### config.mk
export PLATFORM = sky130hd
export DESIGN_NAME = shift_unit
export DESIGN_NICKNAME = d
export VERILOG_FILES = /design/src/rtl/shift_pkg.sv /design/src/rtl/shift_step.sv /design/src/rtl/shift_unit.sv
export SDC_FILE = /design/constraint.sdc
export NUM_CORES = 1
export LEC_CHECK = 0
export CORE_UTILIZATION = 45
export DETAILED_ROUTE_END_ITERATION = 7
export GPL_ROUTABILITY_DRIVEN = 0
export PLACE_DENSITY = 0.85
export SLEW_MARGIN = 30
export SYNTH_ARGS = -nofsm -noshare
export SYNTH_HDL_FRONTEND = slang
export SYNTH_SLANG_ARGS = --single-unit
export TNS_END_PERCENT = 1
### constraint.sdc
create_clock -name clk -period 1.78 [get_ports clk]
set_input_delay 0.356 -clock clk [delete_from_list [all_inputs] [get_ports clk]]
set_output_delay 0.356 -clock clk [all_outputs]
set_load 0.02 [all_outputs]
### src/rtl/shift_pkg.sv
// Shared encodings and default widths for the multicycle shift/rotate unit.
package shift_pkg;

    localparam int WIDTH   = 32;
    localparam int SHAMT_W = 5;

    localparam logic [2:0] SH_SLL = 3'b000;
    localparam logic [2:0] SH_SRL = 3'b001;
    localparam logic [2:0] SH_SRA = 3'b010;
    localparam logic [2:0] SH_ROL = 3'b011;
    localparam logic [2:0] SH_ROR = 3'b100;

    localparam logic [1:0] ST_IDLE  = 2'd0;
    localparam logic [1:0] ST_SHIFT = 2'd1;
    localparam logic [1:0] ST_DONE  = 2'd2;

    // Encodings above SH_ROR are pass-through and never enter SHIFT.
    function automatic logic op_valid(input logic [2:0] op);
        return (op <= SH_ROR);
    endfunction

endpackage

### src/rtl/shift_step.sv
// Combinational single-bit shift/rotate of a W-bit word, selected by op.
module shift_step
    import shift_pkg::*;
#(
    parameter int W = WIDTH
) (
    input  logic [2:0]   op,
    input  logic [W-1:0] din,
    output logic [W-1:0] dout
);

    always_comb begin
        dout = din;
        case (op)
            SH_SLL:  dout = {din[W-2:0], 1'b0};
            SH_SRL:  dout = {1'b0, din[W-1:1]};
            SH_SRA:  dout = {din[W-1], din[W-1:1]};
            SH_ROL:  dout = {din[W-2:0], din[W-1]};
            SH_ROR:  dout = {din[0], din[W-1:1]};
            default: dout = din;
        endcase
    end

endmodule

### src/rtl/shift_unit.sv
// Multicycle shift/rotate unit: one bit per clock, result held in acc with a done strobe.
module shift_unit
    import shift_pkg::*;
#(
    parameter int WIDTH   = shift_pkg::WIDTH,
    parameter int SHAMT_W = shift_pkg::SHAMT_W
) (
    input  logic               clk,
    input  logic               reset,
    input  logic               start,
    input  logic [2:0]         op,
    input  logic [WIDTH-1:0]   data_in,
    input  logic [SHAMT_W-1:0] shamt,
    output logic               busy,
    output logic               done,
    output logic [WIDTH-1:0]   data_out
);

    // Handshake: start is accepted on any edge where the unit is in IDLE or DONE;
    // it is ignored while busy. done pulses for one cycle and data_out holds the
    // result until the next accepted start.
    logic [1:0]         state;
    logic [WIDTH-1:0]   acc;
    logic [SHAMT_W-1:0] cnt;
    logic [2:0]         op_q;
    logic [WIDTH-1:0]   step_out;

    shift_step #(.W(WIDTH)) u_step (
        .op   (op_q),
        .din  (acc),
        .dout (step_out)
    );

    always_ff @(posedge clk or posedge reset) begin
        if (reset) begin
            state <= ST_IDLE;
            acc   <= '0;
            cnt   <= '0;
            op_q  <= '0;
        end else begin
            case (state)
                ST_IDLE, ST_DONE: begin
                    if (start) begin
                        acc   <= data_in;
                        cnt   <= shamt;
                        op_q  <= op;
                        state <= (shamt != '0 && op_valid(op)) ? ST_SHIFT : ST_DONE;
                    end else begin
                        state <= ST_IDLE;
                    end
                end
                ST_SHIFT: begin
                    acc <= step_out;
                    cnt <= cnt - SHAMT_W'(1);
                    if (cnt == SHAMT_W'(1)) begin
                        state <= ST_DONE;
                    end
                end
                default: state <= ST_IDLE;
            endcase
        end
    end

    assign busy     = (state == ST_SHIFT);
    assign done     = (state == ST_DONE);
    assign data_out = acc;

endmodule

==> results of run 1 <==
-- worst paths after layout --
path / cells after the start / start / to / slack [ps]
min reg2reg: 1 / cnt[4] / cnt[4] / 490
min in group clk: 1 / cnt[4] / cnt[4] / 490
max: 1 / data_out[7] / data_out[7] / 70
max reg2reg: 5 / op_q[1] / data_out[14] / 210
max in group asynchronous: 3 / reset / state[0] / 1140
min: 3 / reset / data_out[17] / 410
-- what timing repair did --
item | CTS | global route
endpoints found under the setup margin | 2 | 0
gates resized for setup | 2 | 0
hold buffers | 0 | 0
-- worst register-to-register path, cell delays in order (launching register included) --
cell     delay [ps]
dfrtp_1         460
o21ai_1         370
a21oi_2         160
buf_12          190
a32oi_1         170
o21ai_1         100
-- registers in the layout, indices dropped and copies added, names as in the netlist --
| signal | cells |
|---|---|
| data_out | 32 |
| state | 2 |
| cnt | 5 |
| op_q | 3 |
-- final cells by class --
type                       instances  area [um2]
fill                             392        1590
sequential                        42        1050
timing repair buffer              85         863
clock buffer                       7        86.3
tap                               67        83.8
multi-input combinational        148        1090
clock inverter                     1        5.00
inverter                           6        22.5
-- cells by family after synthesis --
| logic type | count (synthesis) | share of synthesized area [%] |
|---|---|---|
| xor+xnor | 1 | 0.720 |
| simple gates | 30 | 6.75 |
| mux | 31 | 13.7 |
| fa+ha+maj | 2 | 1.11 |
| buf+inv | 24 | 5.31 |
| flops | 42 | 46.5 |
| compound gates | 84 | 25.9 |
-- Yosys cell counts --
cell type	n
a31oi_1	1
inv_2	1
a32oi_1	30
o31ai_1	1
a221o_1	1
a21oi_2	1
dfrtp_1	42
buf_2	5
a22o_1	1
a211oi_1	1
a21oi_1	4
nor4b_1	1
a31o_2	1
nor3b_1	1
o21a_1	1
buf_6	3
ha_1	2
clkbuf_1	9
o22ai_1	1
or4_1	1
nor2_1	4
nor3_1	2
nor4b_2	1
o31ai_2	1
o21ai_1	33
nand2_1	14
xor2_2	1
inv_1	5
nand3_1	1
o21ai_0	4
nand2b_1	2
nor2b_1	2
clkbuf_2	1
a22oi_1	1
o21ai_4	1
o221ai_1	1
and3_1	1
mux2i_1	31
-- routing by layer --
layer  wire [um]  up-vias  global-route usage, %  part of all wire, %
li1            -      974                      -                    -
met3         359        7                   5.11                  6.2
met2        2760       77                   39.0                   48
met5           0        -                      0                    0
met1        2630      986                   31.8                   45
met4          51        0                   6.75                 0.88
-- power groups by stage --
stage               Sequential, mW  Clock [mW]  Combinational [mW]
finish                        2.01       0.639                4.19
global route                  2.09       0.693                4.56
CTS                           2.02       0.662                4.21
detailed placement            2.03           0                4.22
global placement              2.01           0                4.12
floorplan                     2.32           0                2.48
-- through the flow --
step	instances	power [mW]
floorplan	214	4.80
global placement	348	6.13
detailed placement	348	6.25
CTS	356	6.89
global route	356	7.35
finish	356	6.84
==> flow_summary_export.csv, run 1 <==
group,metric,value,unit
critical_path,cp.arrival,1350,ps
global_route,antenna_found_initial,0,
routing,wl_per_cell,16.3,um
pwr,clkPwrFrac,9.3,%
clocking,cts_root_buf,"clkbuf_8",
timing,drv_slew,0,
yosys,synthesis.nets,259,
critical_path,slowest_delay,640,ps
global_route,gr-total-overflow,0,
critical_path,path_max_fanout,4,
clocking,cts_num_sinks,42,
floorplan,row_count,25,
finish,antenna_cells,0,
routing,drt_pass1_iterations,5,
pwr,p_int,3.77,mW
clocking,clk_pin_slew,80,ps
floorplan,core_area,0.00479,mm2
place,io_buffers,76,
yosys,ys_warn_count,0,
timing,clock_skew,8.89,ps
floorplan,ios,77,
timing,whs,414,ps
global_route,grt_pass1_wl,9820,um
clocking,cts_buffer_depth,2,
yosys,synth-seq-cells,42,
clocking,clock_latency,290,ps
critical_path,crit_chain,"clkdlybuf4s50_1",
finish,drive_gt1_share,7.96,%
worst_hold_path,hp-class,"primary input to async pin",
critical_path,crit_slowest_cell,"clkdlybuf4s50_1",
clocking,cts_tree,"done",
routing,drc,0,
timing,timing.final.ws_setup,69.6,ps
yosys,synth_top_area_share,46.5,%
finish,final_common_cell,"clkdlybuf4s50_1",
pwr,pwr-share-seq,29.4,%
timing,max_freq,585,MHz
finish,final_core_util,66.9,%
floorplan,start_util,47.2,%
timing,timing.slew.headroom,36.7,%
place,dpl.hpwl,3960,um
place,place_ws,43.9,ps
timing,hold_viol_final,0,
floorplan,dieWidth,72.9,um
pwr,p_sw_share,45.0,%
finish,nNetsFinal,333,
timing,final.setup.tns,0,ps
yosys,avgSynthCellArea,10.6,um2
global_route,grt_max_degree,43,
yosys,synth_area,0.00226,mm2
timing,setup_viol,0,
floorplan,die_area,0.00531,mm2
yosys,yosysSeqAreaShare,46.5,%
critical_path,crit_path_end_kind,"output port",
pwr,comb_power_share,61.2,%
floorplan,die_height,72.9,um
critical_path,required,1420,ps
routing,vias,2044,
run_status,outcome,"completed",
routing,avgViaCountPerCell,5.74,
timing,worst_pin_slew,948,ps
yosys,yosysTopAreaCell,"dfrtp_1",
clocking,htree_levels,2,
yosys,synth_area_leaders,"dfrtp_1 (47%), mux2i_1 (14%), a32oi_1 (12%)",
pwr,p_per_area,2140,mW/mm2
pwr,power.leakage,1.33,nW
critical_path,critPathLaunchType,"register",
place,post_dp_cell_area,0.00311,mm2
yosys,synthCells,214,
clocking,cts_setup_buffers,0,
timing,period_needed,1710,ps
global_route,grtUsageTotal,23.8,%
routing,initialDrtViolationCount,194,
critical_path,crit_type,"register to output port",
timing,grt_setup_unrepaired,"false",
critical_path,path_buf_inv,1,
routing,wl,5800,um
timing,fin_crit_sh,96.1,%
flow_run,drv_cap,0,
finish,final_cell_mix,"clkdlybuf4s50_1 (74), dfrtp_1 (42), o21ai_1 (33), mux2i_1 (31), a32oi_1 (30)",
pwr,p_sw,3.08,mW
routing,drtAntennaViolNets,0,
finish,fin_area,0.00320,mm2
clocking,cts_buffers,5,
pwr,irDropWorstVdd,1.38,mV
critical_path,critical-path-top-delay-family,"buffers and inverters",
finish,syn_to_final_growth,41.6,%
global_route,first_global_vias,2081,
yosys,synth_cell_types,38,
Note: power is estimated with default switching activity, not from simulation.
==> inputs of run 2 (changes only) <==
--- a/config.mk
+++ b/config.mk
@@ -8,6 +8,7 @@
 export CORE_UTILIZATION = 45
 export DETAILED_ROUTE_END_ITERATION = 7
 export GPL_ROUTABILITY_DRIVEN = 0
+export GPL_TIMING_DRIVEN = 0
 export PLACE_DENSITY = 0.85
 export SLEW_MARGIN = 30
 export SYNTH_ARGS = -nofsm -noshare
==> flow_summary_export.csv, run 2 (synthesis gave the netlist of run 1 again) <==
group,metric,value,unit
critical_path,critPathLaunchType,"register",
routing,highest_layer,"met4",
floorplan,core_area,0.00479,mm2
pwr,total_power,6.95,mW
critical_path,slowest_delay,640,ps
global_route,grtUsageTotal,24.1,%
pwr,irDropWorstVdd,1.07,mV
clocking,clock_latency,290,ps
finish,stdcell_count,366,
timing,timing.final.ws_setup,55.7,ps
clocking,cts_num_sinks,42,
clocking,htree_levels,2,
timing,grt_setup_unrepaired,"false",
timing,fin_crit_sh,96.9,%
floorplan,start_util,47.2,%
critical_path,critical-path-top-delay-family,"buffers and inverters",
routing,initialDrtViolationCount,106,
floorplan,dieWidth,72.9,um
clocking,cts_buffers,5,
routing,drtAntennaViolNets,0,
routing,drc,0,
global_route,grt_max_degree,24,
finish,final_common_cell,"clkdlybuf4s50_1",
routing,wl,5890,um
clocking,cts_setup_buffers,0,
finish,antenna_cells,0,
place,dpl.hpwl,4260,um
routing,vias,2111,
floorplan,die_area,0.00531,mm2
timing,drv_slew,0,
place,place_ws,-262,ps
critical_path,crit_slowest_cell,"clkdlybuf4s50_1",
timing,max_freq,580,MHz
timing,clock_skew,5.46,ps
place,placedCellCount,358,
routing,wl_met1,2680,um
timing,worst_pin_slew,487,ps
global_route,gr-total-overflow,0,
pwr,power.leakage,1.35,nW
clocking,cts_root_buf,"clkbuf_8",
floorplan,die_height,72.9,um
run_status,outcome,"completed",
timing,period_needed,1720,ps
critical_path,required,1420,ps
timing,hold_viol_final,0,
routing,avgViaCountPerCell,5.77,
critical_path,crit_type,"register to output port",
finish,syn_to_final_growth,43.5,%
timing,setup_viol,0,
floorplan,ios,77,
place,post_dp_cell_area,0.00313,mm2
finish,nFillCells,363,
critical_path,path_max_fanout,4,
finish,drive_gt1_share,9.03,%
worst_hold_path,hp-class,"primary input to async pin",
finish,fin_area,0.00324,mm2
finish,final_cell_mix,"clkdlybuf4s50_1 (73), dfrtp_1 (42), o21ai_1 (32), mux2i_1 (31), a32oi_1 (30)",
global_route,grt_pass1_wl,9850,um
routing,wl_per_cell,16.1,um
routing,dr_wl_met2,2810,um
routing,wl_met3,341,um
global_route,antenna_found_initial,0,
routing,drt_pass1_iterations,4,
clocking,cts_buffer_depth,2,
finish,seq_area,0.00105,mm2
critical_path,path_buf_inv,1,
clocking,clk_pin_slew,80,ps
critical_path,crit_chain,"clkdlybuf4s50_1",
clocking,cts_tree,"done",
floorplan,row_count,25,
finish,multi_input_area,0.00110,mm2
place,io_buffers,76,
critical_path,crit_path_end_kind,"output port",
finish,largest_reg_flops,32,
critical_path,cp.arrival,1370,ps
finish,nNetsFinal,343,
flow_run,drv_cap,0,
timing,timing.slew.headroom,67.5,%
global_route,first_global_vias,2099,
pwr,p_per_area,2140,mW/mm2
-- run 2: cell count changes in the layout (fill, tap and decap cells not counted), moves of 3 or more --
cell and change:
buf_4 -6, buf_12 -3, buf_6 +3, buf_2 +3, clkbuf_4 +3, clkbuf_1 +9
-- run 2: final timing paths --
path | to | start | slack, ps | cells past startpoint
setup reg to reg | data_out[6] | op_q[1] | 210 | 5
min in group clk | cnt[4] | cnt[4] | 510 | 1
setup / recovery | data_out[30] | data_out[30] | 60 | 1
hold / removal | data_out[17] | reset | 400 | 2
max in group asynchronous | op_q[1] | reset | 910 | 3
hold reg to reg | cnt[4] | cnt[4] | 510 | 1
-- run 2: metrics by stage --
stage / setup TNS, ps / utilization (%) / hold slack [ps]
after floorplan: 0 / - / 449
after global placement: -25010 / 64.9 / 469
after detailed placement: -6400 / 65.4 / 500
after CTS: 0 / 67.4 / 410
after global routing: 0 / 67.8 / 459
final: 0 / 67.8 / 398
-- run 2: metal layers --
layer	global-route usage (%)	up-vias
met5	0	-
met1	33.8	1030
met2	38.4	78
met3	3.87	5
li1	-	998
met4	7.41	0
-- run 2: worst register-to-register path: cells and delay by family (launching register included) --
| family | cells | cell delay [ps] |
|---|---|---|
| flops | 1 | 470 |
| compound gates | 2 | 320 |
| xor+xnor | 1 | 230 |
| mux | 1 | 230 |
| buf+inv | 1 | 210 |
-- run 2: layout make-up --
| cell class | instances | share of cell area [%] |
|---|---|---|
| plain buffers | 18 | 3.24 |
| multi-input cells | 148 | 33.9 |
| flip-flops and latches | 42 | 32.4 |
| repair buffers | 77 | 24.2 |
| well taps | 67 | 2.58 |
| clock buffers | 7 | 2.66 |
| inverters | 6 | 0.849 |
| clock inverters | 1 | 0.154 |
-- run 2: timing repair --
action	CTS	global route
gates resized for setup	5	8
cloned	0	0
hold endpoints to repair	0	0
setup endpoints to repair	2	31
hold buffers	0	0
-- run 2: report_power, final --
part	internal [mW]	leakage [nW]	switching [mW]
combinational	2.02	0.789	2.28
clock	0.313	0.0482	0.324
sequential	1.46	0.510	0.551
==> inputs of run 3 (changes only) <==
--- a/config.mk
+++ b/config.mk
@@ -10,7 +10,7 @@
 export GPL_ROUTABILITY_DRIVEN = 0
 export GPL_TIMING_DRIVEN = 0
 export PLACE_DENSITY = 0.85
-export SLEW_MARGIN = 30
+export SKIP_CTS_REPAIR_TIMING = 1
 export SYNTH_ARGS = -nofsm -noshare
 export SYNTH_HDL_FRONTEND = slang
 export SYNTH_SLANG_ARGS = --single-unit
==> flow_summary_export.csv, run 3 (synthesis gave the netlist of run 1 again) <==
group,metric,value,unit
flow_run,drv_cap,0,
critical_path,crit_slowest_cell,"clkdlybuf4s50_1",
place,io_buffers,76,
floorplan,core_area,0.00479,mm2
global_route,grtUsageTotal,24.3,%
timing,period_needed,1730,ps
routing,wl,5870,um
global_route,grt_pass1_wl,9880,um
clocking,clock_latency,310,ps
finish,largest_reg_flops,32,
floorplan,ios,77,
global_route,gr-total-overflow,0,
place,place_ws,-269,ps
pwr,total_power,6.92,mW
critical_path,startpoint,"data_out[8]",
floorplan,row_count,25,
timing,drv_slew,0,
finish,final_core_util,67.2,%
global_route,antenna_found_initial,0,
critical_path,reg2reg_from,"op_q[1]",
finish,final_common_cell,"clkdlybuf4s50_1",
clocking,cts_buffer_depth,2,
global_route,grt_max_degree,43,
routing,initialDrtViolationCount,128,
routing,drt_pass1_iterations,4,
timing,fin_crit_sh,97.2,%
global_route,first_global_vias,2073,
timing,grt_setup_unrepaired,"true",
critical_path,r2r_cells,5,
timing,worst_pin_slew,885,ps
routing,avgViaCountPerCell,5.75,
pwr,power.leakage,1.37,nW
timing,setup_viol,0,
floorplan,die_height,72.9,um
critical_path,critical-path-top-delay-family,"buffers and inverters",
floorplan,dieWidth,72.9,um
timing,timing.final.ws_setup,49.7,ps
critical_path,required,1420,ps
finish,nNetsFinal,342,
critical_path,slowest_delay,630,ps
critical_path,cp.arrival,1370,ps
finish,drive_gt1_share,8.39,%
timing,final.setup.tns,0,ps
routing,vias,2100,
routing,wl_per_cell,16.1,um
timing,clock_skew,7.49,ps
finish,final_cell_mix,"clkdlybuf4s50_1 (71), dfrtp_1 (42), o21ai_1 (33), mux2i_1 (31), a32oi_1 (30)",
timing,max_freq,578,MHz
timing,hold_viol_final,0,
critical_path,setup.worst_path.end,"data_out[8]",
critical_path,path_max_fanout,4,
critical_path,worstSetupPathDepth,1,
critical_path,path_buf_inv,1,
critical_path,crit_path_end_kind,"output port",
floorplan,die_area,0.00531,mm2
finish,antenna_cells,0,
critical_path,r2r_end,"data_out[27]",
clocking,cts_root_buf,"clkbuf_8",
place,dpl.hpwl,4120,um
timing,timing.slew.headroom,40.9,%
finish,syn_to_final_growth,42.3,%
clocking,htree_levels,2,
clocking,cts_num_sinks,42,
pwr,irDropWorstVdd,0.949,mV
pwr,p_per_area,2150,mW/mm2
clocking,cts_tree,"done",
critical_path,crit_chain,"clkdlybuf4s50_1",
critical_path,critPathLaunchType,"register",
critical_path,crit_type,"register to output port",
clocking,clk_pin_slew,80,ps
clocking,cts_buffers,5,
routing,drc,0,
run_status,outcome,"completed",
routing,drtAntennaViolNets,0,
worst_hold_path,hp-class,"register to register",
critical_path,r2r_setup_slack,130,ps
floorplan,start_util,47.2,%
## run 3: power breakdown
group | internal (mW) | switching, mW
combinational | 2.00 | 2.26
clock | 0.313 | 0.339
sequential | 1.46 | 0.551
## run 3: worst min-delay path by stage
stage	startpoint	end	slack (ps)	depth (start not counted)
6_report	cnt[4]	cnt[4]	520	1
5_1_grt	cnt[4]	cnt[4]	550	1
4_1_cts	cnt[4]	cnt[4]	510	1
3_3_place_gp	cnt[4]	cnt[4]	470	1
3_5_place_dp	cnt[4]	cnt[4]	500	1
2_1_floorplan	cnt[4]	cnt[4]	450	1
## run 3: final cells by class
class,count,area (um2)
Fill cell,371,1570
Multi-Input combinational cell,148,1100
Sequential cell,42,1050
Timing Repair Buffer,76,766
Buffer,18,103
Clock buffer,7,86.3
Tap cell,67,83.8
Inverter,6,25.0
Clock inverter,1,5.00
## run 3: through the flow
step | instances | area (um2) | hold WS, ps
2_1_floorplan | 214 | 2260 | 449
3_3_place_gp | 357 | 3100 | 469
3_5_place_dp | 357 | 3100 | 497
4_1_cts | 365 | 3200 | 513
5_1_grt | 365 | 3220 | 553
6_report | 365 | 3220 | 523
## run 3: per-layer routing
metal | track usage (%) | vias to the layer above | share of wire [%]
met5 | 0 | - | 0
met4 | 10.5 | 0 | 1.7
met3 | 4.70 | 11 | 5.4
met2 | 37.4 | 74 | 47
met1 | 33.7 | 1025 | 46
li1 | - | 990 | -
